<file path="src/rtl/pulse_period_meter_pkg.sv">
// Shared definitions for the pulse period meter: FSM state encoding and the
// default widths/timeout used by the meter and by users of the reference timer.
package pulse_period_meter_pkg;

  // Measurement FSM states
  typedef enum logic [1:0] {
    IDLE       = 2'd0,
    WAIT_FIRST = 2'd1,
    MEASURE    = 2'd2,
    TIMED_OUT  = 2'd3
  } meter_state_t;

  // Default widths, matching the reference-period timer
  localparam int DEF_REF_W       = 7;
  localparam int DEF_CNT_W       = 8;
  localparam int DEF_TIMEOUT_CYC = 255;
  localparam int DEF_STAT_W      = 8;

endpackage

</file>
<file path="src/rtl/pulse_period_meter_sat_counter.sv">
// Saturating increment counter with synchronous clear. It stops at all-ones,
// so a long run of events never wraps the statistic back to a small value.
module pulse_period_meter_sat_counter #(
  parameter int W = 8
) (
  input  logic         clock,
  input  logic         clear,
  input  logic         inc,
  output logic [W-1:0] count
);

  logic at_max_s;

  // Detect the saturation point
  always_comb begin
    at_max_s = 1'b0;
    if (count == {W{1'b1}}) begin
      at_max_s = 1'b1;
    end else begin
      at_max_s = 1'b0;
    end
  end

  // Count up on inc until all-ones; clear has priority
  always_ff @(posedge clock) begin
    if (clear) begin
      count <= {W{1'b0}};
    end else if (inc && !at_max_s) begin
      count <= count + W'(1);
    end else begin
      count <= count;
    end
  end

endmodule

</file>
<file path="src/rtl/pulse_period_meter.sv">
// Receive-side checker for the reference-period timer's trigger pulse.
// Measures the cycle distance between successive pulses, compares it with
// ref_value+1 and keeps saturating good/bad statistics plus a timeout flag.
// The SystemVerilog keyword "ref" cannot name a port, so the expected
// reference input is called ref_value.
module pulse_period_meter
  import pulse_period_meter_pkg::*;
#(
  parameter int REF_W       = DEF_REF_W,
  parameter int CNT_W       = DEF_CNT_W,
  parameter int TIMEOUT_CYC = DEF_TIMEOUT_CYC,
  parameter int STAT_W      = DEF_STAT_W
) (
  input  logic              clock,
  input  logic              reset,
  input  logic              enable,
  input  logic              pulse_in,
  input  logic [REF_W-1:0]  ref_value,
  output logic [CNT_W-1:0]  period_out,
  output logic              period_valid,
  output logic              match,
  output logic              timeout,
  output logic [STAT_W-1:0] good_count,
  output logic [STAT_W-1:0] bad_count
);

  localparam logic [CNT_W-1:0] TIMEOUT_VAL = CNT_W'(TIMEOUT_CYC);

  meter_state_t     state_r;
  logic [CNT_W-1:0] count_r;
  logic [CNT_W-1:0] expected_s;
  logic             match_s;
  logic             at_timeout_s;
  logic             good_inc_s;
  logic             bad_inc_s;

  // Expected period ref_value+1; CNT_W > REF_W so the sum cannot overflow
  always_comb begin
    expected_s = CNT_W'(ref_value) + CNT_W'(1);
    match_s    = 1'b0;
    if (count_r == expected_s) begin
      match_s = 1'b1;
    end else begin
      match_s = 1'b0;
    end
  end

  // Counter has reached the missing-pulse threshold
  always_comb begin
    at_timeout_s = 1'b0;
    if (count_r == TIMEOUT_VAL) begin
      at_timeout_s = 1'b1;
    end else begin
      at_timeout_s = 1'b0;
    end
  end

  // Statistics events: a reported period, or a pulse-less timeout
  always_comb begin
    good_inc_s = 1'b0;
    bad_inc_s  = 1'b0;
    if (enable && (state_r == MEASURE)) begin
      if (pulse_in) begin
        good_inc_s = match_s;
        bad_inc_s  = !match_s;
      end else if (at_timeout_s) begin
        bad_inc_s = 1'b1;
      end else begin
        good_inc_s = 1'b0;
        bad_inc_s  = 1'b0;
      end
    end else begin
      good_inc_s = 1'b0;
      bad_inc_s  = 1'b0;
    end
  end

  // Measurement FSM, period counter and registered report outputs
  always_ff @(posedge clock) begin
    if (reset) begin
      state_r      <= IDLE;
      count_r      <= {CNT_W{1'b0}};
      period_out   <= {CNT_W{1'b0}};
      period_valid <= 1'b0;
      match        <= 1'b0;
      timeout      <= 1'b0;
    end else if (!enable) begin
      // Disabled: drop back to IDLE; last report and match are kept
      state_r      <= IDLE;
      count_r      <= {CNT_W{1'b0}};
      period_valid <= 1'b0;
      timeout      <= 1'b0;
    end else begin
      period_valid <= 1'b0;
      case (state_r)
        IDLE: begin
          // A pulse in the arming cycle is deliberately ignored
          state_r <= WAIT_FIRST;
          count_r <= {CNT_W{1'b0}};
        end
        WAIT_FIRST: begin
          if (pulse_in) begin
            state_r <= MEASURE;
            count_r <= CNT_W'(1);
          end else begin
            state_r <= WAIT_FIRST;
          end
        end
        MEASURE: begin
          if (pulse_in) begin
            // Pulse beats a coincident timeout and is reported normally
            period_out   <= count_r;
            period_valid <= 1'b1;
            match        <= match_s;
            count_r      <= CNT_W'(1);
          end else if (at_timeout_s) begin
            // Counter freezes at the threshold while timed out
            state_r <= TIMED_OUT;
            timeout <= 1'b1;
          end else begin
            count_r <= count_r + CNT_W'(1);
          end
        end
        TIMED_OUT: begin
          if (pulse_in) begin
            // Restart measurement; the broken interval is not reported
            state_r <= MEASURE;
            count_r <= CNT_W'(1);
            timeout <= 1'b0;
          end else begin
            state_r <= TIMED_OUT;
            timeout <= 1'b1;
          end
        end
        default: begin
          state_r <= IDLE;
          count_r <= {CNT_W{1'b0}};
          timeout <= 1'b0;
        end
      endcase
    end
  end

  pulse_period_meter_sat_counter #(
    .W (STAT_W)
  ) u_good_count (
    .clock (clock),
    .clear (reset),
    .inc   (good_inc_s),
    .count (good_count)
  );

  pulse_period_meter_sat_counter #(
    .W (STAT_W)
  ) u_bad_count (
    .clock (clock),
    .clear (reset),
    .inc   (bad_inc_s),
    .count (bad_count)
  );

endmodule

</file>
<file path="config.mk">
export PLATFORM = sky130hd
export DESIGN_NAME = pulse_period_meter
export DESIGN_NICKNAME = d
export VERILOG_FILES = /design/src/rtl/pulse_period_meter_pkg.sv /design/src/rtl/pulse_period_meter_sat_counter.sv /design/src/rtl/pulse_period_meter.sv
export SDC_FILE = /design/constraint.sdc
export NUM_CORES = 1
export LEC_CHECK = 0
export BUFFER_PORTS_ARGS = -buffer_cell sky130_fd_sc_hd__buf_4
export CORE_MARGIN = 2
export CORE_UTILIZATION = 50
export CTS_BUF_LIST = sky130_fd_sc_hd__clkbuf_8
export CTS_CLUSTER_SIZE = 30
export DETAILED_ROUTE_END_ITERATION = 12
export PLACE_DENSITY_LB_ADDON = 0.05
export SLEW_MARGIN = 15
export SYNTH_ARGS = -nofsm -noshare
export SYNTH_HDL_FRONTEND = slang
export SYNTH_SLANG_ARGS = --single-unit
</file>
<file path="constraint.sdc">
create_clock -name clock -period 3.01 [get_ports clock]
set_clock_uncertainty 0.05 [all_clocks]
set_input_delay 0.1505 -clock clock [delete_from_list [all_inputs] [get_ports clock]]
set_output_delay 0.1505 -clock clock [all_outputs]
set_load 0.1 [all_outputs]
</file>
== Word-level counts from Yosys, hierarchy flattened ==
Index checks and enable logic that the tools add are counted.
W data, S select, Z words.

* Bitwise operators: 2
* Add/subtract/negate cells: 4
* Multiplexer cells: 23
* Equal/unequal tests: 11
* Reductions and logical operators: 15

{| class="wikitable"
|+ Operators by type and width
! operator !! number
|-
| $add A8 B1 Y8 const B || 3
|-
| $eq A8 B8 Y1 const B || 3
|-
| $mux W8 || 3
|-
| $pmux W8 S3 || 1
|-
| $mux W1 || 14
|-
| $add A7 B1 Y8 const B || 1
|-
| $eq A8 B8 Y1 || 1
|-
| $pmux W2 S4 || 1
|-
| $mux W2 || 3
|-
| $reduce_and A3 Y1 || 2
|-
| $eq A2 B2 Y1 const B || 2
|-
| $ne A2 B2 Y1 const B || 2
|-
| $reduce_and A2 Y1 || 2
|-
| $reduce_or A2 Y1 || 2
|-
| $logic_and A1 B1 Y1 || 3
|-
| $logic_not A1 Y1 || 3
|-
| $ne A3 B3 Y1 const B || 1
|-
| $reduce_or A3 Y1 || 1
|-
| $eq A2 B1 Y1 const B || 1
|-
| $logic_not A2 Y1 || 1
|-
| $ne A2 B1 Y1 const B || 1
|-
| $not A1 Y1 || 2
|-
| $pmux W1 S2 || 1
|-
| $reduce_bool A2 Y1 || 1
|}

* Logic and storage cells: 63
* Bits of input ports: 11
* Output and inout bits: 27
* Flip-flop bits (word level): 37

== Depth between registers and ports, before layout ==
Gate-level depths: netlist of run 1.

* Word-level depth: 7
* Mapped depth: 8

== Cells and area by module ==
From an unflattened synthesis of run 1, not the netlist that was laid out.

* Cell total of the unflattened synthesis: 230
* Area total of the unflattened synthesis: 2092.0 um^2

{| class="wikitable"
|+ By module, submodules not included
! module !! area each (um^2) !! cells an instance !! instances
|-
| pulse_period_meter || 1198.6 || 142 || 1
|-
| pulse_period_meter_sat_counter || 446.7 || 44 || 2
|}

== Least setup slack after synthesis of run 1 ==
No wires, ideal clock.

* Path type: reg-to-reg
* Start point: register u_good_count.count[0]
* End point: register u_good_count.count[7]
* Data required time: 2.839 ns
* Path slack: 0.492 ns
* Buffers on the path: 1
* Data arrival time: 2.348 ns
* Stages on the path, launching flop included: 7
* Setup time: 0.121 ns
* Path through: dfxtp_1 > ha_1 > nand3_1 > o21ai_0 > clkbuf_1 > nor4_1 > mux2_2

* Word-level cells in the longest chain between the ends: 4
* Elaborated cells between the ends (all ways): 5

{| class="wikitable"
|+ Ends and longest elaborated chain
! what !! line !! source
|-
| from (decl) || pulse_period_meter_sat_counter.sv:9 || <nowiki>output logic [W-1:0] count</nowiki>
|-
| from (signal assigned) || pulse_period_meter_sat_counter.sv:27 || <nowiki>count <= {W{1'b0}};</nowiki>
|-
| from (signal assigned) || pulse_period_meter_sat_counter.sv:29 || <nowiki>count <= count + W'(1);</nowiki>
|-
| from (signal assigned) || pulse_period_meter_sat_counter.sv:31 || <nowiki>count <= count;</nowiki>
|-
| parallel branches: the longest is 4 deep, another holds $add A8 B1 Y8 || n/a ||
|}

Parallel ways; which one is timed is not known.
A chain may end at the register's enable or synchronous reset.

== Worst setup path after layout of run 1 ==
* Start point: register count_r[2]
* End point: register u_good_count.count[7]

* Word-level cells in the longest chain between the ends: 5

{| class="wikitable"
|+ Ends and longest elaborated chain
! what !! line !! source
|-
| from (decl) || pulse_period_meter.sv:30 || <nowiki>logic [CNT_W-1:0] count_r;</nowiki>
|-
| from (signal assigned) || pulse_period_meter.sv:82 || <nowiki>count_r <= {CNT_W{1'b0}};</nowiki>
|-
| from (signal assigned) || pulse_period_meter.sv:90 || <nowiki>count_r <= {CNT_W{1'b0}};</nowiki>
|-
| from (signal assigned) || pulse_period_meter.sv:99 || <nowiki>count_r <= {CNT_W{1'b0}};</nowiki>
|-
| $eq A8 B8 Y1 || pulse_period_meter.sv:41 || <nowiki>if (count_r == expected_s) begin</nowiki>
|-
| $mux W1 || pulse_period_meter.sv:41 ||
|-
| $mux W1 || pulse_period_meter.sv:63 || <nowiki>if (pulse_in) begin</nowiki>
|-
| $mux W1 || pulse_period_meter.sv:62 || <nowiki>if (enable && (state_r == MEASURE)) begin</nowiki>
|-
| $logic_and A1 B1 Y1 || pulse_period_meter_sat_counter.sv:28 || <nowiki>end else if (inc && !at_max_s) begin</nowiki>
|}

Every way passes these cells.

==> flow_summary.toml, run 1 <==
[outcome]
status = "complete, no violations"

[logic_synthesis]
ys_async_sr_fraction_pct = 0
synth_cells = 234
ys_warn_count = 0
synth_area_mm2 = 0.00192
synth.ff_latch_count = 37
synthFlopType = "dfxtp_1"
yosysSeqAreaShare_pct = 38.5
syn_area_per_cell_um2 = 8.22
synth_fp_nets = 249
synthDistinctLibCells = 42
synth-edff-count = 0

[cts]
htree_num_levels = 2
cts-resized-gates = 0
clk_pin_slew_ns = 0.07
cts_tree = "yes"
numClockSinks = 37
ctsHoldBuffers = 0
cts_root_buf = "clkbuf_8"
clkLatencyLatePin_ns = 0.29
post_cts_buffers = 0
cts_buffers = 5
cts_buffer_depth = 2

[route]
drt_iter0_drc = 117
drc = 0
avgViaCountPerCell = 5.70
wl_per_cell_um = 13.9
antenna_left = 0
finalWirelength_um = 4400
firstDrtPassIters = 4
vias = 1808

[setup_path]
crit_chain = "o21ba_2 > a221o_1 > a211oi_2 > nand3_2 > nor4_1 > mux2_2"
critPathKind = "flop to flop"
critical-path-top-delay-family = "compound AO/OA/AOI/OAI gates"
critical_path.max_stage_delay_ns = 0.49
cp-start-kind = "flop"
arrival_ns = 2.64
end_kind = "flop"
crit_path_max_fanout = 17
path_buf_inv = 0
cpMaxStageDelayCell = "dfxtp_1"
worstPathRequired_ns = 3.14

[placement]
dp_worst_setup_slack_ns = 0.458
routabilityCongestion = 0.807
place_inst = 309
hpwl_um = 3070
portBuffers = 37
placed_cell_area_mm2 = 0.00222

[floorplan]
die_y_um = 66.0
core.rowCount = 22
die_w_um = 66.0
core_area_mm2 = 0.00369
io_pins = 38
initial_utilization_pct = 52.1
dieArea_mm2 = 0.00436

[power_and_ir_drop]
leakagePower_nw = 0.861
total_power_mw = 0.939
power_density_mw_per_mm2 = 404
peakVddDrop_mv = 0.287

[sta]
tightest_slew_ns = 0.365
post-route-period-util_pct = 83.5
final_max_slew_viol_count = 0
setup_viol = 0
slew_headroom_pct = 75.7
fmax_mhz = 398
timing.hold.ws_ns = 0.0705
rsz0062_at_grt = "no"
layout_setup_ws_ns = 0.498
finalSetupTns_ns = 0
period_needed_ns = 2.51
hold_viol_final = 0

[global_routing]
grt_usage_pct = 22.7
grt_pass1_wl_um = 7670
antenna_found_initial = 0
grt_max_degree = 34
grt_overflow = 0
grt_pass1_vias = 1648

[final_layout]
finalNonFillerCells = 317
areaGrowthSynthToFinish_pct = 20.8
diodes = 0
drive_gt1_share_pct = 21.6
seq_area_um2 = 741
nNetsFinal = 283
multi_input_area_mm2 = 0.00112
fin_util_pct = 63.0
fill_cells = 351
final_area_mm2 = 0.00232

[job]
drv_cap = 0

[min_path]
hp-class = "primary input to flop"
## layout make-up
class	count	share of cell area, %
repair buffers	38	12.3
inverters	3	0.485
multi-input cells	183	48.4
flip-flops and latches	37	31.9
clock buffers	7	4.15
well taps	48	2.58
clock inverters	1	0.215
## flip-flops by register name (all words and copies together) (netlist names)
name,count
count_r,8
period_out,8
u_bad_count.count,8
u_good_count.count,8
state_r,2
match,1
period_valid,1
timeout,1
## worst paths after layout
| kind | from | end | cells after the start | slack (ns) |
|---|---|---|---|---|
| setup / recovery | count_r[2]$_SDFFE_PP0P_ | u_good_count.count[7]$_SDFFE_PP0P_ | 6 | 0.50 |
| hold / removal | pulse_in | count_r[1]$_SDFFE_PP0P_ | 2 | 0.07 |
| setup reg to reg | count_r[2]$_SDFFE_PP0P_ | u_good_count.count[7]$_SDFFE_PP0P_ | 6 | 0.50 |
| hold reg to reg | period_out[6]$_SDFFE_PP0P_ | period_out[6]$_SDFFE_PP0P_ | 2 | 0.42 |
## Yosys cell counts, types with 5 or more instances
cell type  number  share of area, %
a21oi_1        18               4.7
and3_1          5               1.6
clkbuf_1        7               1.4
dfxtp_1        37                39
nand2_1        26               5.1
nand3_1        12               3.1
nand4_1         7               2.3
nor2_1         24               4.7
nor2b_1         7               2.3
nor3_1          5               1.3
o21ai_0         8               2.1
or3_1           5               1.6
xnor2_1         7               3.2
xor2_1          8               3.6
## cells in the final DEF (no fill, tap or decap), types with 8 or more instances in the layout
cell type  count
a21oi_1       18
buf_4         38
dfxtp_1       37
nand2_1       26
nand3_1       12
nor2_1        24
o21ai_0        8
xor2_1         8
## kinds of logic (layout without fill, tap and decap cells)
family / Yosys count / in the layout / synth area share (%)
and+or+nand+nor: 115 / 115 / 31.3
adders and majority gates: 4 / 4 / 2.60
AOI/OAI and AO/OA: 45 / 45 / 15.4
buffers and inverters: 14 / 49 / 2.99
DFF: 37 / 37 / 38.5
xor gates and xnor gates: 15 / 15 / 6.83
muxes: 4 / 4 / 2.34
## routing by layer
| metal | global-route usage [%] | vias to the layer above | share of wire [%] |
|---|---|---|---|
| met5 | 0 | - | 0 |
| met4 | 6.12 | 0 | 1.3 |
| met3 | 4.60 | 7 | 5.1 |
| met2 | 34.2 | 44 | 43 |
| met1 | 32.8 | 843 | 51 |
| li1 | - | 914 | - |
## power breakdown
group	total, mW	switching, mW	leakage (nW)	internal, mW
sequential	0.494	0.00324	0.298	0.491
combinational	0.0585	0.0331	0.509	0.0254
clock	0.387	0.180	0.0542	0.207
Power figures use the tool's default switching activity.
==> run 2, diff against run 1 <==
==> constraint.sdc (replaced) <==
create_clock -name clock -period 2.3 [get_ports clock]
set_clock_uncertainty 0.05 [all_clocks]
set_input_delay 0.115 -clock clock [delete_from_list [all_inputs] [get_ports clock]]
set_output_delay 0.115 -clock clock [all_outputs]
set_load 0.1 [all_outputs]
==> run 2 against run 1 <==
Net effect:
- die area is the same
- non-clock buffer count is 15 higher
- register-to-register slack got worse by 0.37 ns
- count of clock-buffer cells in the layout is 2 lower
- via count is 1.3% higher
- maximum frequency increased by 15%
- hold slack got worse by 0.032 ns
- cell count grew 4.4%
- critical path type unchanged
- critical endpoint is now u_good_count.count[1]$_SDFFE_PP0P_
- largest cell class unchanged
==> flow_summary.toml, run 2 (synthesized netlist as in run 1, its figures left out) <==
[outcome]
status = "complete, no violations"

[global_routing]
grt_max_degree = 34
antenna_found_initial = 0
grt_usage_pct = 21.6
grt_overflow = 0
grt_pass1_vias = 1648
grt_pass1_wl_um = 7200

[setup_path]
worstPathRequired_ns = 2.46
cp-start-kind = "flop"
reg2reg_from = "count_r[6]$_SDFFE_PP0P_"
cpMaxStageDelayCell = "or4b_1"
critPathKind = "flop to flop"
arrival_ns = 2.34
reg2reg_depth = 7
rrSetupSlack_ns = 0.12
crit_path_max_fanout = 7
critical_path.max_stage_delay_ns = 0.48
rr_endpoint = "u_good_count.count[1]$_SDFFE_PP0P_"
end_kind = "flop"
crit_chain = "xnor2_1 > or3_1 > a211oi_2 > nand3_2 > buf_4 > or4b_1 > o21ai_0"

[sta]
hold_viol_final = 0
layout_setup_ws_ns = 0.124
rsz0062_at_grt = "no"
final_max_slew_viol_count = 0
slew_headroom_pct = 78.3
period_needed_ns = 2.18
tightest_slew_ns = 0.323
post-route-period-util_pct = 94.6
finalSetupTns_ns = 0
setup_viol = 0
fmax_mhz = 460

[cts]
clkLatencyLatePin_ns = 0.29
ctsHoldBuffers = 0
cts_root_buf = "clkbuf_8"
cts-resized-gates = 0
numClockSinks = 37
post_cts_buffers = 0
cts_tree = "yes"
htree_num_levels = 2
clk_pin_slew_ns = 0.07
cts_buffers = 5
cts_buffer_depth = 2

[placement]
portBuffers = 37
routabilityCongestion = 0.876
hpwl_um = 3170
dp_worst_setup_slack_ns = 0.0187

[final_layout]
final_common_cell = "buf_4"
areaGrowthSynthToFinish_pct = 27.4
nNetsFinal = 298
mostFrequentLayoutCells = "buf_4 (53), dfxtp_1 (28), nand2_1 (26)"
diodes = 0
drive_gt1_share_pct = 28.6

[floorplan]
io_pins = 38
die_y_um = 66.0
dieArea_mm2 = 0.00436
initial_utilization_pct = 52.1
core_area_mm2 = 0.00369
core.rowCount = 22
die_w_um = 66.0

[min_path]
min_to = "count_r[1]$_SDFFE_PP0P_"
min_from = "pulse_in"
holdPathStages = 2
hp-class = "primary input to flop"

[route]
drt_iter0_drc = 75
finalWirelength_um = 4320
firstDrtPassIters = 4
avgViaCountPerCell = 5.53
drc = 0
wl_per_cell_um = 13.1
vias = 1831
antenna_left = 0

[power_and_ir_drop]
power_density_mw_per_mm2 = 519
peakVddDrop_mv = 0.280
leakagePower_nw = 0.942

[job]
drv_cap = 0
[run 2: changes by cell type in the layout (fill, tap and decap cells not counted)]
cell       change
buf_4         +15
bufinv_16      +1
clkbuf_8       -2
dfxtp_1        -9
dfxtp_2        +9
[run 2: per-layer routing]
layer  GRT usage, %  wire length [µm]
met1           25.5              1990
met5              0                 0
met3           5.79               183
met2           37.6              2090
met4           7.65                58
[run 2: stage by stage]
stage               hold slack [ns]  cell area [µm²]  std cells  total power [mW]  utilization [%]
detailed placement            0.343             2350        324             0.742             63.6
floorplan                     0.244             1930        234             0.709                -
global placement              0.339             2350        324             0.741             63.6
finish                       0.0380             2450        331              1.27             66.4
global route                 0.0379             2450        331              1.33             66.4
CTS                          0.0242             2450        331              1.29             66.4
[run 2: final cells by class]
type                       count  area [µm²]
timing repair buffer          53         398
tap                           48        60.1
sequential                    37         752
clock inverter                 2        35.0
fill                         339        1240
multi-input combinational    183        1120
clock buffer                   5        68.8
inverter                       3        11.3
[run 2: report_power, final]
group	total (mW)	leakage, nW	switching [mW]	internal (mW)
clock	0.545	0.0540	0.230	0.315
combinational	0.0817	0.585	0.0452	0.0365
sequential	0.646	0.303	0.00362	0.642
[run 2: worst max-delay path by stage]
stage | depth (start not counted) | from | slack, ns | end
after floorplan | 6 | u_bad_count.count[4]$_SDFFE_PP0P_ | 0.02 | u_bad_count.count[7]$_SDFFE_PP0P_
after global placement | 9 | ref_value[0] | 0.05 | u_good_count.count[1]$_SDFFE_PP0P_
after detailed placement | 10 | ref_value[0] | 0.02 | u_good_count.count[1]$_SDFFE_PP0P_
after CTS | 7 | count_r[6]$_SDFFE_PP0P_ | 0.13 | u_good_count.count[1]$_SDFFE_PP0P_
after global routing | 7 | count_r[6]$_SDFFE_PP0P_ | 0.02 | u_good_count.count[1]$_SDFFE_PP0P_
final | 7 | count_r[6]$_SDFFE_PP0P_ | 0.12 | u_good_count.count[1]$_SDFFE_PP0P_
[run 2: critical path: cells and delay by family (launching register included)]
| kind | cells | cell delay, ns |
|---|---|---|
| xor+xnor | 1 | 0.14 |
| buf+inv | 1 | 0.20 |
| simple gates | 3 | 1.01 |
| flops | 1 | 0.33 |
| compound gates | 2 | 0.37 |
==> run 3, diff against run 2 <==
--- a/config.mk
+++ b/config.mk
@@ -7,12 +7,13 @@
 export LEC_CHECK = 0
 export BUFFER_PORTS_ARGS = -buffer_cell sky130_fd_sc_hd__buf_4
 export CORE_MARGIN = 2
-export CORE_UTILIZATION = 50
-export CTS_BUF_LIST = sky130_fd_sc_hd__clkbuf_8
+export CORE_UTILIZATION = 49
+export CTS_BUF_LIST = sky130_fd_sc_hd__clkbuf_16
 export CTS_CLUSTER_SIZE = 30
 export DETAILED_ROUTE_END_ITERATION = 12
-export PLACE_DENSITY_LB_ADDON = 0.05
+export PLACE_DENSITY_LB_ADDON = 0.25
 export SLEW_MARGIN = 15
 export SYNTH_ARGS = -nofsm -noshare
 export SYNTH_HDL_FRONTEND = slang
 export SYNTH_SLANG_ARGS = --single-unit
+export TNS_END_PERCENT = 100
==> run 3 against run 2 <==
Net effect:
- via count decreased by 1.7%
- die area increased by 1.9%
- total power grew 8.4%
- non-clock buffer count down 4
- setup slack better by 0.011 ns
- largest cell class unchanged
- highest routed layer unchanged
==> flow_summary.toml, run 3 (synthesized netlist as in run 1, its figures left out) <==
[outcome]
status = "complete, no violations"

[cts]
cts_buffer_depth = 2
post_cts_buffers = 0
cts_tree = "yes"
htree_num_levels = 2
cts_root_buf = "clkbuf_16"
cts_buffers = 5
clkLatencyLatePin_ns = 0.28
cts-resized-gates = 0
clk_pin_slew_ns = 0.06
numClockSinks = 37
ctsHoldBuffers = 0

[route]
firstDrtPassIters = 4
wl_met2_um = 1860
antenna_left = 0
dr_wl_met3_um = 271
finalWirelength_um = 4290
routed.top_layer = "met4"
drc = 0
wl_per_cell_um = 13.1
vias = 1800
avgViaCountPerCell = 5.49
wl_met1_um = 2130
drt_iter0_drc = 77

[setup_path]
cp.depth = 6
path_buf_inv = 0
crit_chain = "xnor2_1 > or3_1 > a211oi_2 > nand3_2 > nor4_1 > mux2_2"
rrSetupSlack_ns = 0.14
crit_end = "u_good_count.count[7]$_SDFFE_PP0P_"
crit_path_max_fanout = 10
cpMaxStageDelayCell = "or3_1"
startpoint = "count_r[6]$_SDFFE_PP0P_"
critical-path-top-delay-family = "simple AND/OR/NAND/NOR gates"
reg2reg_depth = 6
reg2reg_from = "count_r[6]$_SDFFE_PP0P_"
arrival_ns = 2.28
rr_endpoint = "u_good_count.count[7]$_SDFFE_PP0P_"
worstPathRequired_ns = 2.42
cp-start-kind = "flop"
end_kind = "flop"
critical_path.max_stage_delay_ns = 0.36
critPathKind = "flop to flop"

[sta]
hold_viol_final = 0
layout_setup_ws_ns = 0.135
finalSetupTns_ns = 0
setup_viol = 0
period_needed_ns = 2.16
rsz0062_at_grt = "no"
post-route-period-util_pct = 94.1
fmax_mhz = 462
final_max_slew_viol_count = 0
tightest_slew_ns = 0.322
slew_headroom_pct = 78.4

[final_layout]
drive_gt1_share_pct = 27.9
fill_cells = 341
areaGrowthSynthToFinish_pct = 27.8
mostFrequentLayoutCells = "buf_4 (49), dfxtp_1 (28), nand2_1 (26)"
nNetsFinal = 294
diodes = 0
final_common_cell = "buf_4"

[placement]
dp_worst_setup_slack_ns = -0.0490
portBuffers = 37
routabilityCongestion = 0.847
hpwl_um = 3090

[floorplan]
die_y_um = 66.6
initial_utilization_pct = 51.8
core_area_mm2 = 0.00372
die_w_um = 66.6
dieArea_mm2 = 0.00444
core.rowCount = 22
io_pins = 38

[job]
drv_cap = 0

[global_routing]
grt_pass1_vias = 1670
antenna_found_initial = 0
grt_max_degree = 34
grt_overflow = 0
grt_pass1_wl_um = 7350
grt_usage_pct = 21.3

[min_path]
hp-class = "primary input to flop"

[power_and_ir_drop]
peakVddDrop_mv = 0.513
total_power_mw = 1.38
leakagePower_nw = 0.938
power_density_mw_per_mm2 = 561
[run 3: cell type report]
class	count	area (µm²)	share of cell area [%]
multi-input cells	183	1120	45.8
flip-flops and latches	37	752	30.6
repair buffers	49	368	15.0
clock buffers	5	125	5.09
well taps	48	60.1	2.44
clock inverters	3	17.5	0.712
inverters	3	11.3	0.458
[run 3: worst min-delay path by stage]
stage / startpoint / to / cells after the start
2_1_floorplan: reset / u_good_count.count[1]$_SDFFE_PP0P_ / 2
3_3_place_gp: pulse_in / count_r[1]$_SDFFE_PP0P_ / 2
3_5_place_dp: pulse_in / count_r[1]$_SDFFE_PP0P_ / 2
4_1_cts: pulse_in / count_r[1]$_SDFFE_PP0P_ / 2
5_1_grt: pulse_in / count_r[1]$_SDFFE_PP0P_ / 2
6_report: pulse_in / count_r[1]$_SDFFE_PP0P_ / 2
[run 3: where the power goes]
group          switching, mW  total [mW]  internal [mW]
registers            0.00338       0.647          0.643
clock network          0.256       0.653          0.397
logic                 0.0444      0.0797         0.0353
total                  0.304        1.38           1.08
[run 3: layer usage]
metal,global-route usage [%],vias up
met4,6.38,0
li1,-,931
met3,5.57,4
met1,29.3,811
met2,32.5,54
met5,0,-
[run 3: stage by stage]
step                utilization, %  instances  cell area, µm²  hold WS, ns
floorplan                        -        234            1930        0.244
global placement              62.3        320            2320        0.329
detailed placement            62.3        320            2320        0.332
CTS                           66.2        328            2460       0.0428
global route                  66.2        328            2460       0.0598
finish                        66.2        328            2460       0.0454
